$ cat src/rtl/base_initsm_rng.sv
// Index sequencer: sweeps a (base, len) range of table indices over a
// registered valid/ready port, with optional full sweep after reset.
module base_initsm_rng #(
    parameter int LOG_COUNT     = 1,
    parameter int COUNT         = 2 ** LOG_COUNT,
    parameter bit DOWN          = 1'b1,
    parameter bit INIT_ON_RESET = 1'b1
) (
    input  logic                 clk,
    input  logic                 reset,
    input  logic                 i_v,
    output logic                 i_r,
    input  logic [LOG_COUNT-1:0] i_base,
    input  logic [LOG_COUNT:0]   i_len,
    output logic                 o_v,
    input  logic                 o_r,
    output logic [LOG_COUNT-1:0] o_d,
    output logic                 busy,
    output logic                 done
);

    localparam int CW = LOG_COUNT + 1;
    localparam logic [LOG_COUNT-1:0] RST_FIRST = DOWN ? LOG_COUNT'(COUNT - 1) : '0;

    typedef enum logic {IDLE, RUN} state_t;

    state_t               state_q;
    logic                 o_v_q, done_q, busy_q, i_r_q;
    logic [LOG_COUNT-1:0] o_d_q, nxt_q;
    logic [CW-1:0]        cnt_q;
    logic [LOG_COUNT-1:0] first_d;

    function automatic logic [LOG_COUNT-1:0] step(input logic [LOG_COUNT-1:0] x);
        return DOWN ? x - LOG_COUNT'(1) : x + LOG_COUNT'(1);
    endfunction

    // Descending sweeps start at the top of the range; len=2**LOG_COUNT wraps to base-1.
    always_comb begin
        first_d = i_base;
        if (DOWN) first_d = i_base + i_len[LOG_COUNT-1:0] - LOG_COUNT'(1);
    end

    // cnt_q counts beats still to be loaded after the one currently on o_d.
    always_ff @(posedge clk) begin
        if (reset) begin
            state_q <= INIT_ON_RESET ? RUN : IDLE;
            o_v_q   <= 1'b0;
            o_d_q   <= '0;
            done_q  <= 1'b0;
            busy_q  <= INIT_ON_RESET;
            i_r_q   <= !INIT_ON_RESET;
            cnt_q   <= INIT_ON_RESET ? CW'(COUNT) : '0;
            nxt_q   <= RST_FIRST;
        end else begin
            done_q <= 1'b0;
            case (state_q)
                IDLE: begin
                    if (i_v && i_r_q) begin
                        if (i_len == '0) begin
                            done_q <= 1'b1;
                        end else begin
                            state_q <= RUN;
                            o_v_q   <= 1'b1;
                            o_d_q   <= first_d;
                            nxt_q   <= step(first_d);
                            cnt_q   <= i_len - CW'(1);
                            busy_q  <= 1'b1;
                            i_r_q   <= 1'b0;
                        end
                    end
                end
                RUN: begin
                    if (!o_v_q || o_r) begin
                        if (cnt_q != '0) begin
                            o_v_q <= 1'b1;
                            o_d_q <= nxt_q;
                            nxt_q <= step(nxt_q);
                            cnt_q <= cnt_q - CW'(1);
                        end else begin
                            state_q <= IDLE;
                            o_v_q   <= 1'b0;
                            done_q  <= 1'b1;
                            busy_q  <= 1'b0;
                            i_r_q   <= 1'b1;
                        end
                    end
                end
                default: state_q <= IDLE;
            endcase
        end
    end

    assign o_v  = o_v_q;
    assign o_d  = o_d_q;
    assign done = done_q;
    assign busy = busy_q;
    assign i_r  = i_r_q;

endmodule

$ cat config.mk
export PLATFORM = sky130hd
export DESIGN_NAME = base_initsm_rng
export DESIGN_NICKNAME = d
export VERILOG_FILES = /design/src/rtl/base_initsm_rng.sv
export SDC_FILE = /design/constraint.sdc
export NUM_CORES = 1
export LEC_CHECK = 0
export CAP_MARGIN = 20
export CORE_AREA = 2 2 39 41
export CTS_BUF_LIST = sky130_fd_sc_hd__clkbuf_8 sky130_fd_sc_hd__clkbuf_16
export DETAILED_ROUTE_END_ITERATION = 16
export DIE_AREA = 0 0 41 43
export PLACE_DENSITY = 0.6
export SLEW_MARGIN = 20
export SYNTH_ARGS = -nofsm -noshare
export SYNTH_HDL_FRONTEND = slang
export SYNTH_SLANG_ARGS = --single-unit
$ cat constraint.sdc
create_clock -name clk -period 2.55 [get_ports clk]
set_input_delay 0.3825 -clock clk [delete_from_list [all_inputs] [get_ports clk]]
set_output_delay 0.3825 -clock clk [all_outputs]
set_load 0.05 [all_outputs]
* Word level (Yosys, flattened, before mapping)
Index checks and enable logic that the tools add are counted.
** Storage, ports and cells
- Bits in registers :: 9
- Input bits :: 7
- Output and inout port bits :: 5
** Operators by class
- Add/subtract/negate cells :: 6
- Eq/ne operators :: 5
- Multiplexer cells :: 37
- Bitwise gates (word level) :: 1
- Reductions and logical operators :: 8
** Operators by type and width (number)
- $mux W1 :: 25
- $pmux W1 S2 :: 7
- $mux W2 :: 4
- $reduce_and A4 Y1 :: 2
- $ne A2 B2 Y1 const B :: 3
- $ne A2 B1 Y1 const B :: 2
- $pmux W2 S2 :: 1
- $sub A2 B1 Y2 const B :: 2
- $reduce_and A3 Y1 :: 1
- $sub A1 B1 Y1 const B :: 3
- $logic_not A2 Y1 :: 1
- $reduce_bool A2 Y1 :: 1
- $add A1 B1 Y1 :: 1
- $logic_and A1 B1 Y1 :: 1
- $logic_not A1 Y1 :: 1
- $logic_or A1 B1 Y1 :: 1
- $not A1 Y1 :: 1

* Depth between registers and ports, before layout
- Word-level depth :: 6
- Mapped depth :: 4

* Least setup slack after synthesis
Ideal clock, no wire load.
- Kind :: reg2reg
- From :: reg i_r_q (netlist: i_r)
- To :: reg o_d_q (netlist: o_d)
- Data arrival time :: 1.300 ns
- Setup slack :: 1.133 ns
- Cell stages (with the launch flop) :: 5
- Path buffers :: 0
- Cell sequence :: dfxtp_1 nand2_1 o21bai_2 a31oi_1 nor2b_1
** On the way
- Cells in the longest elaborated chain, start to end :: 3
** Ends and longest elaborated chain
- start: declaration :: line 28 : logic o_v_q, done_q, busy_q, i_r_q;
- start signal: assignment :: line 51 : i_r_q <= !INIT_ON_RESET;
- $logic_and A1 B1 Y1 :: line 58 : if (i_v && i_r_q) begin
- $ne A2 B2 Y1 (no source line)
- $reduce_and A4 Y1 (no source line)
- end signal: assignment :: line 64 : o_d_q <= first_d;
- end signal: assignment :: line 76 : o_d_q <= nxt_q;
- end: declaration :: line 29 : logic [LOG_COUNT-1:0] o_d_q, nxt_q;
Every way passes these cells.
A chain may end at the register's enable or synchronous reset.

* Final worst setup path
- From :: reg busy_q (netlist: busy)
- To :: out busy
** RTL lines
- start: declaration :: line 28
- start signal: assignment :: line 50 : busy_q <= INIT_ON_RESET;
- start signal: assignment :: line 67 : busy_q <= 1'b1;
- start signal: assignment :: line 83 : busy_q <= 1'b0;
- end: declaration :: line 18 : output logic busy,
No word-level cell between the ends.

==> impl_metrics.sql <==
INSERT INTO impl_metrics (metric_group, metric, value, unit) VALUES
('worst_hold_path', 'holdCritStartpoint', 'nxt_q$_SDFFE_PP1P_', ''),
('clock_tree', 'clock-sinks', '9', ''),
('die', 'die_height', '43', 'um'),
('setup_path', 'crit_type', 'flop to output pin', ''),
('clock_tree', 'ctsResizeCount', '0', ''),
('global_routing', 'grt_pass1_wl', '1600', 'um'),
('clock_tree', 'clock-root-buffer', 'sky130_fd_sc_hd__clkbuf_8', ''),
('setup_path', 'cpMaxStageDelayCell', 'sky130_fd_sc_hd__clkdlybuf4s50_1', ''),
('detailed_routing', 'detailedRoute.firstIterationViolations', '2', ''),
('die', 'initial_core_utilization', '32.9', '%'),
('detailed_routing', 'via_per_inst', '5.05', ''),
('placement', 'dp_hpwl', '709', 'um'),
('sta', 'fin_tns_setup', '0', 'ns'),
('detailed_routing', 'routed_wirelength', '968', 'um'),
('clock_tree', 'tritoncts.num_buffers', '3', ''),
('pwr', 'power.leakage', '0.251', 'nW'),
('synthesis', 'yosys.area.top_type', 'sky130_fd_sc_hd__dfxtp_1', ''),
('detailed_routing', 'final_antenna_net_count', '0', ''),
('synthesis', 'ys_top_cells_by_count', 'sky130_fd_sc_hd__dfxtp_1, sky130_fd_sc_hd__nand2_1, sky130_fd_sc_hd__a21oi_1, sky130_fd_sc_hd__o21ai_1', ''),
('final_layout', 'antenna_cells', '0', ''),
('global_routing', 'grt_max_degree', '14', ''),
('sta', 'final-hold-violation-count', '0', ''),
('die', 'floorplan.core_area', '1380', 'um^2'),
('synthesis', 'seq_area_frac_synth', '39.6', '%'),
('global_routing', 'grt_remaining_overflow', '0', ''),
('placement', 'placed_cells', '77', ''),
('clock_tree', 'clk-insertion-delay-late', '0.23', 'ns'),
('detailed_routing', 'via_count', '409', ''),
('worst_hold_path', 'hp-class', 'flop to flop', ''),
('placement', 'routabilityCongestion', '0.798', ''),
('setup_path', 'worst-path-buf-inv', '1', ''),
('pwr', 'power.density_cell_area', '1280', 'nW/um^2'),
('synthesis', 'async_flop_share', '0', '%'),
('die', 'io_count', '12', ''),
('synthesis', 'postSynthCellCount', '51', ''),
('setup_path', 'worstSetupEndpointType', 'output pin', ''),
('pwr', 'max-vdd-ir-drop', '0.000537', 'V'),
('synthesis', 'post_synth_instance_area', '455', 'um^2'),
('detailed_routing', 'route.detailed.wl_per_inst', '12.0', 'um'),
('clock_tree', 'htreeDepth', '1', ''),
('setup_path', 'critical_path.top_delay_family', 'buffers and inverters', ''),
('setup_path', 'crit_path_start_kind', 'flop', ''),
('setup_path', 'critical_path.startpoint', 'busy$_SDFFE_PP1P_', ''),
('detailed_routing', 'residual_drc', '0', ''),
('sta', 'timing_worst_slew_pin_value', '0.495', 'ns'),
('die', 'fp-row-count', '14', ''),
('clock_tree', 'post-cts-setup-buffer-count', '0', ''),
('placement', 'port_buffers', '11', ''),
('sta', 'maxClockFrequency', '0.565', 'GHz'),
('global_routing', 'grt_antenna_before_repair', '0', ''),
('global_routing', 'grt.total_usage', '14.0', '%'),
('setup_path', 'cpPeakStageDelay', '0.81', 'ns'),
('global_routing', 'number_of_global_route_vias_before_repair', '368', ''),
('synthesis', 'synth.most_common_cell', 'sky130_fd_sc_hd__dfxtp_1', ''),
('setup_path', 'rr_startpoint', 'state_q$_SDFF_PP1_', ''),
('synthesis', 'ys_dominant_reg_cell', 'sky130_fd_sc_hd__dfxtp_1', ''),
('sta', 'setup_viol', '0', ''),
('final_layout', 'nNetsFinal', '73', ''),
('final_layout', 'layoutNonFillerInstCount', '81', ''),
('status', 'result_of_the_run', 'completed', ''),
('die', 'die_width', '41', 'um'),
('sta', 'grt_setup_unrepaired', 'no', ''),
('clock_tree', 'tritoncts', 'built', ''),
('detailed_routing', 'drt_pass1_iterations', '4', ''),
('die', 'die_area', '1760', 'um^2'),
('setup_path', 'worstPathRequired', '2.17', 'ns'),
('synthesis', 'synthDistinctLibCells', '25', ''),
('sta', 'postLayoutSetupSlackWorst', '0.781', 'ns'),
('synthesis', 'postSynthAreaPerCell', '8.93', 'um^2'),
('sta', 'finalMaxSlewViolations', '0', ''),
('final_layout', 'area_growth', '36.0', '%');
## kinds of logic after synthesis
logic type             after synthesis  synth area share, %
buffers and inverters                3                 4.12
multiplexers                         2                 4.40
AND/OR/NAND/NOR                     17                 22.0
flip-flops                           9                 39.6
AO/OA/AOI/OAI                       17                 24.2
XOR/XNOR                             3                 5.77
## layout make-up
cell class | instances | area [um^2]
fill | 155 | 764
clock buffer | 3 | 41.3
inverter | 2 | 7.51
multi-input combinational | 39 | 256
sequential | 9 | 180
timing repair buffer | 11 | 110
tap | 16 | 20.0
clock inverter | 1 | 3.75
## layer usage
layer / part of all wire [%] / vias to the layer above / routed length [um] / global-route usage (%)
li1: - / 209 / - / -
met1: 48 / 187 / 465 / 18.0
met2: 43 / 11 / 420 / 17.2
met3: 7.5 / 2 / 73 / 9.95
met4: 0.93 / 0 / 9 / 6.00
met5: 0 / - / 0 / 0
## final timing paths
path,end,slack [ns],cells after the start
max,busy,0.78,1
min,nxt_q$_SDFFE_PP1P_,0.47,2
max reg2reg,o_d$_SDFFE_PP0P_,1.30,3
min reg2reg,nxt_q$_SDFFE_PP1P_,0.47,2
## stage by stage
| step | cell area, um^2 | power (mW) |
|---|---|---|
| floorplan | 455 | 0.544 |
| finish | 619 | 0.795 |
| CTS | 619 | 0.804 |
| global route | 619 | 0.851 |
| detailed placement | 574 | 0.637 |
| global placement | 574 | 0.640 |
## power by group
part,switching [mW],total (mW),leakage [nW],internal (mW)
combinational,0.219,0.378,0.150,0.159
clock,0.0554,0.160,0.0269,0.105
sequential,0.0610,0.257,0.0747,0.196
## cells in the final DEF, fill, tap and decap left out, types with 2 or more instances in the layout
cell type	count
sky130_fd_sc_hd__xnor2_1	2
sky130_fd_sc_hd__a21oi_1	5
sky130_fd_sc_hd__inv_1	3
sky130_fd_sc_hd__clkbuf_8	3
sky130_fd_sc_hd__o21ai_1	4
sky130_fd_sc_hd__dfxtp_1	9
sky130_fd_sc_hd__nor3_2	2
sky130_fd_sc_hd__nand2_1	8
sky130_fd_sc_hd__clkdlybuf4s50_1	11
sky130_fd_sc_hd__mux2i_1	2
## registers in the layout, indices dropped and copies added (netlist names)
| name | cells |
|---|---|
| busy | 1 |
| cnt_q | 2 |
| done | 1 |
| i_r | 1 |
| nxt_q | 1 |
| o_d | 1 |
| o_v | 1 |
| state_q | 1 |
Note: power is estimated with default switching activity, not from simulation.
